[src/rtl/pipe_stage_skid.sv]
// Elastic pipeline register with valid/ready on both sides and an optional 2-entry skid buffer.
// Control bits are gated to zero whenever the head is invalid, so bubbles and flushes never leak writes.
module pipe_stage_skid #(
    parameter int CTRL_W = 4,
    parameter int DATA_W = 92,
    parameter int SKID   = 1
) (
    input  logic              CLK,
    input  logic              RST,
    input  logic              flush_i,
    input  logic              in_valid,
    output logic              in_ready,
    input  logic [CTRL_W-1:0] in_ctrl,
    input  logic [DATA_W-1:0] in_data,
    output logic              out_valid,
    input  logic              out_ready,
    output logic [CTRL_W-1:0] out_ctrl,
    output logic [DATA_W-1:0] out_data,
    output logic [1:0]        occupancy
);

    logic [1:0]        r_occ;
    logic [CTRL_W-1:0] r_head_ctrl;
    logic [DATA_W-1:0] r_head_data;
    logic              w_push;
    logic              w_pop;

    assign w_push    = in_valid & in_ready;
    assign w_pop     = out_valid & out_ready;
    assign out_valid = (r_occ != 2'd0);
    assign out_ctrl  = r_head_ctrl & {CTRL_W{out_valid}};
    assign out_data  = r_head_data;
    assign occupancy = r_occ;

    generate
        if (SKID != 0) begin : g_skid
            logic              r_in_ready;
            logic [CTRL_W-1:0] r_skid_ctrl;
            logic [DATA_W-1:0] r_skid_data;

            // in_ready is registered so it never depends on out_ready in the same cycle.
            assign in_ready = r_in_ready;

            always_ff @(posedge CLK) begin
                if (RST || flush_i) begin
                    r_occ      <= 2'd0;
                    r_in_ready <= 1'b1;
                end else begin
                    case (r_occ)
                        2'd0: begin
                            if (w_push) begin
                                r_occ <= 2'd1;
                            end
                        end
                        2'd1: begin
                            if (w_push && !w_pop) begin
                                r_occ      <= 2'd2;
                                r_in_ready <= 1'b0;
                            end else if (!w_push && w_pop) begin
                                r_occ <= 2'd0;
                            end
                        end
                        2'd2: begin
                            if (w_pop) begin
                                r_occ      <= 2'd1;
                                r_in_ready <= 1'b1;
                            end
                        end
                        default: begin
                            r_occ      <= 2'd0;
                            r_in_ready <= 1'b1;
                        end
                    endcase
                end
            end

            always_ff @(posedge CLK) begin
                if (!RST && !flush_i) begin
                    case (r_occ)
                        2'd0: begin
                            if (w_push) begin
                                r_head_ctrl <= in_ctrl;
                                r_head_data <= in_data;
                            end
                        end
                        2'd1: begin
                            if (w_push && w_pop) begin
                                r_head_ctrl <= in_ctrl;
                                r_head_data <= in_data;
                            end else if (w_push) begin
                                r_skid_ctrl <= in_ctrl;
                                r_skid_data <= in_data;
                            end
                        end
                        2'd2: begin
                            if (w_pop) begin
                                r_head_ctrl <= r_skid_ctrl;
                                r_head_data <= r_skid_data;
                            end
                        end
                        default: ;
                    endcase
                end
            end
        end else begin : g_single
            assign in_ready = !out_valid | out_ready;

            always_ff @(posedge CLK) begin
                if (RST || flush_i) begin
                    r_occ <= 2'd0;
                end else if (w_push) begin
                    r_occ <= 2'd1;
                end else if (w_pop) begin
                    r_occ <= 2'd0;
                end
            end

            always_ff @(posedge CLK) begin
                if (!RST && !flush_i && w_push) begin
                    r_head_ctrl <= in_ctrl;
                    r_head_data <= in_data;
                end
            end
        end
    endgenerate

endmodule

[config.mk]
export PLATFORM = sky130hd
export DESIGN_NAME = pipe_stage_skid
export DESIGN_NICKNAME = d
export VERILOG_FILES = /design/src/rtl/pipe_stage_skid.sv
export SDC_FILE = /design/constraint.sdc
export NUM_CORES = 1
export LEC_CHECK = 0
export CORE_MARGIN = 4
export CORE_UTILIZATION = 48
export DETAILED_ROUTE_END_ITERATION = 10
export GPL_TIMING_DRIVEN = 1
export MAX_ROUTING_LAYER = met4
export PLACE_DENSITY = 0.91
export SLEW_MARGIN = 20
export SYNTH_ARGS = -nofsm -noshare
export SYNTH_HDL_FRONTEND = slang
export SYNTH_SLANG_ARGS = --single-unit
[constraint.sdc]
create_clock -name CLK -period 9.6 [get_ports CLK]
set_input_delay 0.96 -clock CLK [delete_from_list [all_inputs] [get_ports CLK]]
set_output_delay 0.96 -clock CLK [all_outputs]
set_load 0.1 [all_outputs]
==> flow_metrics.tcl <==
set metrics [dict create \
    rows 44 \
    post_cts_buffers 0 \
    vias_per_cell 5.14 \
    synthMuxAreaShare 0.151 \
    slowest_stage "clkdlybuf4s50_1" \
    layout_commonest_cell "clkdlybuf4s50_1" \
    seq_area_frac_synth 0.807 \
    worstPathRequired_ns 8.64 \
    multi_input_area_um2 1280 \
    drive_gt1_frac 0.243 \
    setup_viol 0 \
    synth_top_cell_by_area "edfxtp_1" \
    worst-path-stages 3 \
    diodes 0 \
    cpPeakStageDelay_ns 1.15 \
    arrival_ns 2.48 \
    gr-usage-all-layers 0.172 \
    drv_cap 0 \
    drc 0 \
    grt_pass1_wl_mm 21.6 \
    via_count 3796 \
    die_h_um 131 \
    instances_no_fill 739 \
    cts_root_buffer "clkbuf_16" \
    cts_max_path_buffers 2 \
    max_freq_mhz 291 \
    die_w_um 131 \
    finalSetupTns_ns 0 \
    ios 201 \
    grt_pass1_vias 4008 \
    netlist_instances 330 \
    synth_compound_area_frac 0.00676 \
    grt_max_degree 97 \
    cts.sinks 195 \
    ir_drop_mv 0.141 \
    worst-path-buf-inv 1 \
    dp_cells 707 \
    leakage_uw 0.00324 \
    synthToLayoutAreaGrowth_pct 37.1 \
    mostFrequentLayoutCells "clkdlybuf4s50_1, edfxtp_1, mux2_2" \
    r2r_cells 8 \
    seqCellArea_um2 5830 \
    dp_hpwl_mm 9.69 \
    synth_area_leaders "edfxtp_1, mux2_2, dfxtp_1" \
    h-tree-depth 4 \
    critPathKind "register to primary output" \
    synthDistinctLibCells 23 \
    grt_overflow_total 0 \
    routed_wl_mm 14.3 \
    cts_hold_buf 0 \
    crit_family "buffers and inverters" \
    synth-simple-area-share 0.0144 \
    outcome "completed" \
    worstHoldPathCells 2 \
    synth_top_cell_area_share 0.798 \
    startpoint_type "register" \
    hold_viol 0 \
    ys_warn_count 0 \
    portBuffers 200 \
    wl_per_cell_um 19.3 \
    hold_slack_ns 0.514 \
    syn-num-nets 433 \
    syn_area_um2 7220 \
    dieArea_um2 17100 \
    syn-mean-instance-area_um2 21.9 \
    rsz0062_at_grt "no" \
    first_pass_iters 4 \
    crit_fanout 9 \
    worst_pin_slew_ns 1.03 \
    hp-class "register to register" \
    numCtsBuffers 17 \
    cellPowerDensity_nw_per_um2 180 \
    clk_latency_ns 0.42 \
    path_clk_slew_ns 0.07 \
    endpoint_kind "primary output" \
    start_util 0.493 \
    final_antenna_net_count 0 \
    min_period_over_period 0.359 \
    core_um2 14600 \
    num-nets-final 645 \
    finalClockSkew_ns 0.00540 \
    crit_chain "nor2_1 -> nor2b_1 -> clkdlybuf4s50_1" \
    antenna_found_initial 0 \
    fillers 967 \
    drtIter0Drc 259 \
    finalCriticalPeriod_ns 3.44 \
    ys_seq_elements 195 \
    dpl_cell_area_um2 9380 \
    max_slew_margin 0.311 \
    slew_viol_final 0 \
    final_area_um2 9900 \
    synthXorXnorAreaFrac 0 \
    place_congestion 0.778 \
    synth_top_family_by_area "multiplexers" \
    cts_tree "built" \
    synthAdderAreaFrac 0.00347 \
    post_cts_resized 0 \
]
[synthesized netlist by cell type (all sizes together)]
master	number
a21oi	3
a22oi	1
and2	1
buf	11
dfxtp	3
edfxtp	192
ha	2
inv	2
mux2	96
nand2	4
nand2b	1
nor2	2
nor2b	7
nor3	1
o21a	1
o22ai	1
or2	1
or3	1
[registers in the layout, summed over array words and instances (netlist names)]
register,count
r_head_ctrl,4
occupancy,2
in_ready,1
out_data,92
g_skid.r_skid_ctrl,4
g_skid.r_skid_data,92
[layout make-up]
class	count	area share
Tap cell	184	0.0232
Sequential cell	195	0.588
Timing Repair Buffer	204	0.206
Multi-Input combinational cell	122	0.130
Clock inverter	14	0.00922
Clock buffer	18	0.0433
Inverter	2	0.000758
[cell families after synthesis]
family	count (synthesis)
fa+ha+maj	2
simple gates	18
buf+inv	13
flops	195
mux	96
compound gates	6
[per-layer routing]
layer,track usage,part of all wire
met1,0.207,0.41
met2,0.280,0.51
met3,0.0463,0.060
met4,0.0672,0.018
met5,-,0
[where the power goes]
group          internal [µW]  total, µW  switching, µW
logic                   73.2        195            122
registers                954        959           4.85
clock network            329        624            295
[path summary, 6_finish.rpt]
check,from,end,slack [ns]
max,occupancy[1],out_ctrl[3],6.16
max reg2reg,occupancy[1],g_skid.r_skid_data[3],6.41
min,in_ready,in_ready,0.51
min reg2reg,in_ready,in_ready,0.51
[worst min-delay path: stages, from the launching register on]
cell      delay (ns)
dfxtp_1         0.34
o22ai_1         0.08
nand2b_1        0.07
[stage by stage]
step / power [µW] / util / setup WS [ns]
3_3_place_gp: 1170 / 0.640 / 6.00
2_1_floorplan: 1100 / - / 0.838
3_5_place_dp: 1170 / 0.641 / 5.85
4_1_cts: 1790 / 0.676 / 6.15
5_1_grt: 1840 / 0.676 / 6.03
6_report: 1780 / 0.676 / 6.16
(Power assumes the default switching activity.)
